<file path="src/rtl/pll_lock_supervisor_if.sv">
// Signal bundle between the PLL lock supervisor and its surroundings.
// The slave modport is the supervisor's view. The master modport is the system's view.
interface pll_lock_supervisor_if;
    logic       pll_lock;
    logic       force_relock;
    logic       pll_reset;
    logic       usb_rst_n;
    logic       locked;
    logic       fail;
    logic [2:0] retry_cnt;
    logic [7:0] lock_loss_cnt;

    modport master (
        output pll_lock, force_relock,
        input  pll_reset, usb_rst_n, locked, fail, retry_cnt, lock_loss_cnt
    );

    modport slave (
        input  pll_lock, force_relock,
        output pll_reset, usb_rst_n, locked, fail, retry_cnt, lock_loss_cnt
    );
endinterface

</file>
<file path="src/rtl/pll_lock_supervisor.sv">
// Sequences the PLL reset, debounces lock and gates the downstream USB/UVC reset.
// After repeated lock timeouts it parks in a sticky FAIL state.
module pll_lock_supervisor #(
    parameter int unsigned RST_PULSE_CYCLES    = 24,
    parameter int unsigned LOCK_TIMEOUT_CYCLES = 24000,
    parameter int unsigned LOCK_STABLE_CYCLES  = 2400,
    parameter int unsigned MAX_RETRIES         = 7
) (
    input  logic                    clk,
    input  logic                    rst_n,
    pll_lock_supervisor_if.slave    bus
);
    localparam int unsigned MAX_AB = (RST_PULSE_CYCLES > LOCK_TIMEOUT_CYCLES) ?
                                     RST_PULSE_CYCLES : LOCK_TIMEOUT_CYCLES;
    localparam int unsigned MAX_P  = (MAX_AB > LOCK_STABLE_CYCLES) ? MAX_AB : LOCK_STABLE_CYCLES;
    localparam int unsigned CNT_W  = (MAX_P > 1) ? $clog2(MAX_P) : 1;

    localparam logic [CNT_W-1:0] RST_LAST     = CNT_W'(RST_PULSE_CYCLES - 1);
    localparam logic [CNT_W-1:0] TIMEOUT_LAST = CNT_W'(LOCK_TIMEOUT_CYCLES - 1);
    localparam logic [CNT_W-1:0] STABLE_LAST  = CNT_W'(LOCK_STABLE_CYCLES - 1);
    localparam logic [2:0]       RETRY_LIMIT  = 3'(MAX_RETRIES);

    typedef enum logic [2:0] {
        RESET_PLL,
        WAIT_LOCK,
        STABILIZE,
        RUN,
        FAIL
    } state_t;

    state_t           state;
    logic [CNT_W-1:0] cnt;
    logic [1:0]       lock_sync;
    logic             lock_s;

    // NOTE: sequential state uses non-blocking assignments so every flop samples pre-edge values.
    always_ff @(posedge clk or negedge rst_n) begin
        if (!rst_n) lock_sync <= 2'b00;
        else        lock_sync <= {lock_sync[0], bus.pll_lock};
    end

    assign lock_s = lock_sync[1];

    always_ff @(posedge clk or negedge rst_n) begin
        if (!rst_n) begin
            state             <= RESET_PLL;
            cnt               <= '0;
            bus.pll_reset     <= 1'b1;
            bus.usb_rst_n     <= 1'b0;
            bus.locked        <= 1'b0;
            bus.fail          <= 1'b0;
            bus.retry_cnt     <= 3'd0;
            bus.lock_loss_cnt <= 8'd0;
        end else begin
            cnt <= cnt + CNT_W'(1);
            unique case (state)
                RESET_PLL: begin
                    if (bus.force_relock) begin
                        cnt <= '0;
                    end else if (cnt == RST_LAST) begin
                        state         <= WAIT_LOCK;
                        cnt           <= '0;
                        bus.pll_reset <= 1'b0;
                    end
                end
                WAIT_LOCK: begin
                    if (bus.force_relock) begin
                        state         <= RESET_PLL;
                        cnt           <= '0;
                        bus.pll_reset <= 1'b1;
                    end else if (lock_s) begin
                        state <= STABILIZE;
                        cnt   <= '0;
                    end else if (cnt == TIMEOUT_LAST) begin
                        cnt <= '0;
                        if (bus.retry_cnt == RETRY_LIMIT) begin
                            state    <= FAIL;
                            bus.fail <= 1'b1;
                        end else begin
                            state         <= RESET_PLL;
                            bus.pll_reset <= 1'b1;
                            bus.retry_cnt <= bus.retry_cnt + 3'd1;
                        end
                    end
                end
                STABILIZE: begin
                    if (bus.force_relock) begin
                        state         <= RESET_PLL;
                        cnt           <= '0;
                        bus.pll_reset <= 1'b1;
                    end else if (!lock_s) begin
                        // Back to WAIT_LOCK with a fresh timeout; this is not a retry.
                        state <= WAIT_LOCK;
                        cnt   <= '0;
                    end else if (cnt == STABLE_LAST) begin
                        state         <= RUN;
                        cnt           <= '0;
                        bus.locked    <= 1'b1;
                        bus.usb_rst_n <= 1'b1;
                        bus.retry_cnt <= 3'd0;
                    end
                end
                RUN: begin
                    if (!lock_s || bus.force_relock) begin
                        state         <= RESET_PLL;
                        cnt           <= '0;
                        bus.pll_reset <= 1'b1;
                        bus.locked    <= 1'b0;
                        bus.usb_rst_n <= 1'b0;
                        if (!lock_s && bus.lock_loss_cnt != 8'hFF)
                            bus.lock_loss_cnt <= bus.lock_loss_cnt + 8'd1;
                    end
                end
                FAIL: begin
                    if (bus.force_relock) begin
                        state         <= RESET_PLL;
                        cnt           <= '0;
                        bus.pll_reset <= 1'b1;
                        bus.fail      <= 1'b0;
                        bus.retry_cnt <= 3'd0;
                    end
                end
                default: begin
                    state         <= RESET_PLL;
                    cnt           <= '0;
                    bus.pll_reset <= 1'b1;
                    bus.locked    <= 1'b0;
                    bus.usb_rst_n <= 1'b0;
                    bus.fail      <= 1'b0;
                end
            endcase
        end
    end
endmodule

</file>
<file path="src/flat_wrapper.sv">
// flat-port wrapper written by rule: the top's interface ports become plain ports
module pll_lock_supervisor_flat 
#(
    parameter int unsigned RST_PULSE_CYCLES    = 24,
    parameter int unsigned LOCK_TIMEOUT_CYCLES = 24000,
    parameter int unsigned LOCK_STABLE_CYCLES  = 2400,
    parameter int unsigned MAX_RETRIES         = 7
)
  (clk, rst_n, bus_pll_lock, bus_force_relock, bus_pll_reset, bus_usb_rst_n, bus_locked, bus_fail, bus_retry_cnt, bus_lock_loss_cnt);
  pll_lock_supervisor_if bus_i ();
  input  logic clk;
  input  logic rst_n;
  input wire logic [$bits(bus_i.pll_lock)-1:0] bus_pll_lock;
  input wire logic [$bits(bus_i.force_relock)-1:0] bus_force_relock;
  output wire logic [$bits(bus_i.pll_reset)-1:0] bus_pll_reset;
  output wire logic [$bits(bus_i.usb_rst_n)-1:0] bus_usb_rst_n;
  output wire logic [$bits(bus_i.locked)-1:0] bus_locked;
  output wire logic [$bits(bus_i.fail)-1:0] bus_fail;
  output wire logic [$bits(bus_i.retry_cnt)-1:0] bus_retry_cnt;
  output wire logic [$bits(bus_i.lock_loss_cnt)-1:0] bus_lock_loss_cnt;
  assign bus_i.pll_lock = bus_pll_lock;
  assign bus_i.force_relock = bus_force_relock;
  assign bus_pll_reset = bus_i.pll_reset;
  assign bus_usb_rst_n = bus_i.usb_rst_n;
  assign bus_locked = bus_i.locked;
  assign bus_fail = bus_i.fail;
  assign bus_retry_cnt = bus_i.retry_cnt;
  assign bus_lock_loss_cnt = bus_i.lock_loss_cnt;
  pll_lock_supervisor #(.RST_PULSE_CYCLES(RST_PULSE_CYCLES), .LOCK_TIMEOUT_CYCLES(LOCK_TIMEOUT_CYCLES), .LOCK_STABLE_CYCLES(LOCK_STABLE_CYCLES), .MAX_RETRIES(MAX_RETRIES)) u_core (.clk(clk), .rst_n(rst_n), .bus(bus_i));
endmodule
</file>
<file path="config.mk">
export PLATFORM = sky130hd
export DESIGN_NAME = pll_lock_supervisor_flat
export DESIGN_NICKNAME = d
export VERILOG_FILES = /design/src/rtl/pll_lock_supervisor_if.sv /design/src/rtl/pll_lock_supervisor.sv /design/src/flat_wrapper.sv
export SDC_FILE = /design/constraint.sdc
export NUM_CORES = 1
export LEC_CHECK = 0
export ABC_AREA = 0
export CORE_MARGIN = 2
export CORE_UTILIZATION = 50
export CTS_CLUSTER_DIAMETER = 40
export DETAILED_ROUTE_END_ITERATION = 6
export PLACE_DENSITY = 0.72
export SYNTH_ARGS = -nofsm -noshare
export SYNTH_HDL_FRONTEND = slang
export SYNTH_SLANG_ARGS = --single-unit
</file>
<file path="constraint.sdc">
create_clock -name clk -period 2.3 [get_ports clk]
set_clock_uncertainty 0.1 [all_clocks]
set_input_delay 0.23 -clock clk [delete_from_list [all_inputs] [get_ports clk]]
set_output_delay 0.23 -clock clk [all_outputs]
set_load 0.01 [all_outputs]
</file>
; After elaboration in Yosys (flattened, before gate mapping)
; Index checks and enable logic that the tools add are counted.
[word_totals]
output_inout_bits = 15
input_bits = 4
wordCells = 105
ff_bits = 34
[classes]
n_eq_ne = 27
n_bitwise = 2
n_reduce_logical = 14
muxes = 51
n_addsub = 3
[ops]
columns = op, count
row1 = two-way mux 15 bit, 10
row2 = one-hot mux 15 bit (5 select lines), 1
row3 = two-way mux 3 bit, 18
row4 = two-way mux 1 bit, 17
row5 = adder 15 x 1 -> 15 bit (second input constant), 1
row6 = == test 15 x 12 -> 1 bit (second input constant), 1
row7 = == test 15 bit (second input constant), 1
row8 = == test 15 x 5 -> 1 bit (second input constant), 1
row9 = one-hot mux 3 bit (5 select lines), 1
row10 = inequality test 2 x 1 -> 1 bit (second input constant), 7
row11 = inequality test 2 bit (second input constant), 6
row12 = AND reduction 6 bit, 2
row13 = one-hot mux 3 bit (3 select lines), 1
row14 = AND reduction 9 bit, 1
row15 = adder 8 x 1 -> 8 bit (second input constant), 1
row16 = inequality test 8 bit (second input constant), 1
row17 = AND reduction 7 bit, 1
row18 = == test 3 x 2 -> 1 bit (second input constant), 2
row19 = == test 3 bit (second input constant), 2
row20 = inequality test 3 bit (second input constant), 2
row21 = one-hot mux 1 bit (3 select lines), 2
row22 = OR reduction 3 bit, 2
row23 = AND reduction 5 bit, 1
row24 = inequality test 4 x 2 -> 1 bit (second input constant), 1
row25 = 13 further kinds, 14

; Logic depth before layout (Yosys ltp)
; Gate-level depths: netlist (run 1).
[logic_depth]
ltp_word = 6
ltp_mapped = 7
mapped_depth_nobuf = 7

; Worst setup path after synthesis (run 1)
; No wires, ideal clock.
[synth_path]
kind = register to register
startpoint = register u_core.cnt[0]
endpoint = register u_core.cnt[6]
t_arrival_ps = 1810
required_time_ps = 2131
stages_incl_launch_ff = 8
setup_ps = 69
synth_period_minus_slack_ps = 1979
path_slack_ps = 321
path_cell_list = dfrtp_1 -> ha_1 -> and4_4 -> and3_4 -> or3_1 -> o2111a_2 -> buf_6 -> nor2_2
[synth_via]
elab_chain_cells = 5
word_cells_on_any_way = 15
cone_classes = add/sub (1) / eq/ne (3) / mux (11)
[synth_rtl]
columns = element, line
row1 = from (decl), pll_lock_supervisor.sv:32  ; logic [CNT_W-1:0] cnt;
row2 = from (signal assigned), pll_lock_supervisor.sv:55  ; cnt <= cnt + CNT_W'(1);
row3 = "adder 15 x 1 -> 15 bit, or another cell as far along", pll_lock_supervisor.sv:55
row4 = "two-way mux 15 bit, on equally long branches", "pll_lock_supervisor.sv:95, pll_lock_supervisor.sv:74"
row5 = "two-way mux 15 bit, on equally long branches", "pll_lock_supervisor.sv:91, pll_lock_supervisor.sv:71"
row6 = "two-way mux 15 bit, on equally long branches", "pll_lock_supervisor.sv:87, pll_lock_supervisor.sv:67"
row7 = one-hot mux 15 bit (5 select lines) *, pll_lock_supervisor.sv:56  ; unique case (state)
; Every way passes the cells marked *; elsewhere a longest branch is shown, timed or not.
; A chain may end at the register's enable or synchronous reset.

; Worst setup path in the final report (run 1)
[layout_path]
startpoint = register u_core.cnt[0]
endpoint = register u_core.cnt[4]
; Same word-level chain as after synthesis.

==> impl_metrics.tcl, run 1 <==
set metrics [dict create \
    area_growth_pct 19.3 \
    hpwl_mm 2.39 \
    synth-seq-cells 34 \
    drv_cap 0 \
    root_buffer "clkbuf_4" \
    switching_share_pct 26.0 \
    pre_cts_slack_ns 0.0801 \
    synth_fp_nets 180 \
    grt_max_degree 35 \
    synth_compound_area_share_pct 8.87 \
    finalSetupTns_ns 0 \
    cp.required_ns 2.47 \
    r2r_end "u_core.cnt[4]" \
    yosysTopAreaCellShare_pct 46.1 \
    wl_per_cell_um 14.0 \
    rsz0062_at_grt "false" \
    synth_cell_types 46 \
    holdCritPathClass "in -> async" \
    dieArea_mm2 0.00408 \
    clock_path_buffers 2 \
    yosys_most_used_dff "dfrtp_1" \
    setup_viol 0 \
    synth_simple_gate_area_share_pct 25.6 \
    gr-total-overflow 0 \
    rows 21 \
    nets 206 \
    antenna_found_initial 0 \
    synth.avg_cell_area_um2 10.4 \
    cts_made_buffers 5 \
    worstPathMaxFanout 10 \
    path_class "reg -> reg" \
    syn_area_mm2 0.00179 \
    fin_ws_ns 0.169 \
    drive_gt1_share_pct 18.1 \
    core_area_mm2 0.00339 \
    clkSlewWorstSetupHoldPaths_ns 0.11 \
    antennaDiodeCount 0 \
    ys_warn_count 0 \
    finalCritPeriodShare_pct 92.6 \
    synth_top_area_cell "dfrtp_1" \
    p_sw_mw 0.330 \
    slew_headroom_pct 69.4 \
    clock_power_share_pct 34.4 \
    ir_drop_v 0.000314 \
    grt_pass1_wl_mm 5.85 \
    pwr-share-comb_pct 11.7 \
    vias 1360 \
    status "completed" \
    hold_violations 0 \
    die_w_um 63.9 \
    drt-initial-drc-count 113 \
    ys_seq_area_share_pct 47.6 \
    internal_power_mw 0.939 \
    muxShareOfSynthArea_pct 2.51 \
    synthXorXnorAreaFrac_pct 10.3 \
    postRouteAntennaNets 0 \
    drcViolationCount 0 \
    ios 19 \
    fillers 277 \
    worst_slew_pin_slew_ns 0.457 \
    cts_tree "yes" \
    slew_violations 0 \
    die_h_um 63.9 \
    cts_resized 0 \
    synth_most_common_cell "dfrtp_1" \
    via_per_inst 5.55 \
    grtUsageTotal_pct 18.3 \
    htreeDepth 2 \
    clkLatencyLatePin_ns 0.34 \
    start_kind "flop" \
    fmax_mhz 469 \
    first_pass_iters 4 \
    cp-end-kind "flop" \
    period_minus_slack_ns 2.13 \
    crit_start "u_core.cnt[0]" \
    grt_pass1_vias 1322 \
    synth_fa_ha_area_share_pct 2.79 \
    rrSetupSlack_ns 0.17 \
    async_flop_share_pct 100 \
    clkSinkCount 34 \
    start_util_pct 52.9 \
    arrival_ns 2.30 \
    synth_cells 172 \
    synth_edf_count 0 \
    power_frac_seq_pct 53.9 \
    hold_slack_ns 0.188 \
    reg2reg_from "u_core.cnt[0]" \
    port_buffers 18 \
    netlist_top_cells_area "dfrtp_1 46%, xor2_1 5.4%, xnor2_1 4.9%" \
    wirelength_mm 3.43 \
    cts_hold_buf 0 \
    p_leak_nw 0.931 \
    gp_routability_congestion 0.860 \
    synth_common_cells "33 x dfrtp_1, 14 x nor2_1, 11 x nand3_1, 11 x xor2_1, 10 x xnor2_1" \
    worstRegToRegCells 7 \
    power_density_mw_per_mm2 594 \
    synth_top_family_by_area "simple AND/OR/NAND/NOR gates" \
]
[power by group through the flow]
stage / logic [mW] / registers (mW) / clock network [mW]
floorplan: 0.0861 / 0.688 / 0
global placement: 0.128 / 0.690 / 0
detailed placement: 0.135 / 0.694 / 0
CTS: 0.136 / 0.683 / 0.452
global route: 0.164 / 0.691 / 0.483
finish: 0.148 / 0.684 / 0.437
[sequential cells by signal, indices dropped and copies added (netlist names)]
signal                    count
u_core.bus.fail               1
u_core.bus.lock_loss_cnt      8
u_core.bus.pll_reset          1
u_core.bus.retry_cnt          3
u_core.bus.usb_rst_n          1
u_core.cnt                   15
u_core.lock_sync              2
u_core.state                  3
[cell type report]
type                            count  area [um^2]  share of cell area (%)
Timing Repair Buffer               24          238                    11.1
Clock inverter                      3         45.0                    2.11
Sequential cell                    34          852                    39.9
Inverter                            3         11.3                   0.527
Multi-Input combinational cell    130          896                    41.9
Clock buffer                        5         37.5                    1.76
Tap cell                           46         57.6                    2.69
[critical path: stages (launching register included)]
cell,delay [ns]
dfrtp_1,0.43
ha_1,0.28
and4_4,0.22
and3_4,0.18
or3_1,0.37
o2111a_2,0.22
buf_12,0.16
nor2_1,0.10
[layout by cell type, fill, tap and decap left out, types with 3 or more instances in the layout]
cell | synthesis | routed
nor2_2 | 9 | 9
nor2b_1 | 3 | 3
inv_1 | 3 | 3
and3_1 | 6 | 6
a21oi_1 | 6 | 6
clkdlybuf4s50_1 | 0 | 18
mux2_2 | 4 | 4
o21ai_0 | 3 | 3
nand2_1 | 8 | 8
xor2_1 | 11 | 11
xnor2_1 | 10 | 10
dfrtp_1 | 33 | 33
nand4_1 | 7 | 7
nand3_1 | 11 | 11
clkbuf_4 | 0 | 5
ha_1 | 4 | 4
buf_4 | 1 | 5
nor2_1 | 14 | 14
[what timing repair did]
action,in CTS,in global routing
endpoints found under the setup margin,0,1
setup buffers,0,3
hold endpoints to repair,0,0
[routing by layer]
layer,track usage (%),up-vias,part of all wire [%]
li1,-,680,-
met1,23.6,635,46
met2,29.3,41,48
met3,4.93,4,5.0
met4,7.34,0,0.79
met5,0,-,0
[cells by family (layout without fill, tap and decap cells)]
| family | count (synthesis) | count (layout) |
|---|---|---|
| flip-flops | 34 | 34 |
| AO/OA/AOI/OAI | 23 | 23 |
| XOR/XNOR | 21 | 21 |
| AND/OR/NAND/NOR | 78 | 78 |
| multiplexers | 4 | 4 |
| adder cells (fa/ha/maj) | 4 | 4 |
| buffers and inverters | 8 | 35 |
[per-stage QoR]
stage | util, % | cell area (um^2) | power, mW | cells
floorplan | - | 1790 | 0.774 | 172
global placement | 59.6 | 2020 | 0.818 | 234
detailed placement | 59.6 | 2020 | 0.830 | 234
CTS | 62.0 | 2100 | 1.27 | 242
global route | 63.0 | 2140 | 1.34 | 245
finish | 63.0 | 2140 | 1.27 | 245
[how the worst max path moves through the flow]
stage / to / depth (start not counted)
2_1_floorplan: u_core.cnt[6] / 7
3_3_place_gp: u_core.cnt[1] / 6
3_5_place_dp: u_core.cnt[1] / 6
4_1_cts: u_core.cnt[1] / 6
5_1_grt: u_core.cnt[14] / 7
6_report: u_core.cnt[4] / 7
Note: power is estimated with default switching activity, not from simulation.
==> run 2: changes to the inputs <==
--- a/config.mk
+++ b/config.mk
@@ -9,6 +9,7 @@
 export CORE_MARGIN = 2
 export CORE_UTILIZATION = 50
 export CTS_CLUSTER_DIAMETER = 40
+export CTS_CLUSTER_SIZE = 10
 export DETAILED_ROUTE_END_ITERATION = 6
 export PLACE_DENSITY = 0.72
 export SYNTH_ARGS = -nofsm -noshare
==> results of run 2 <==
The final DEF is identical to that of run 1; final timing and power are the same.
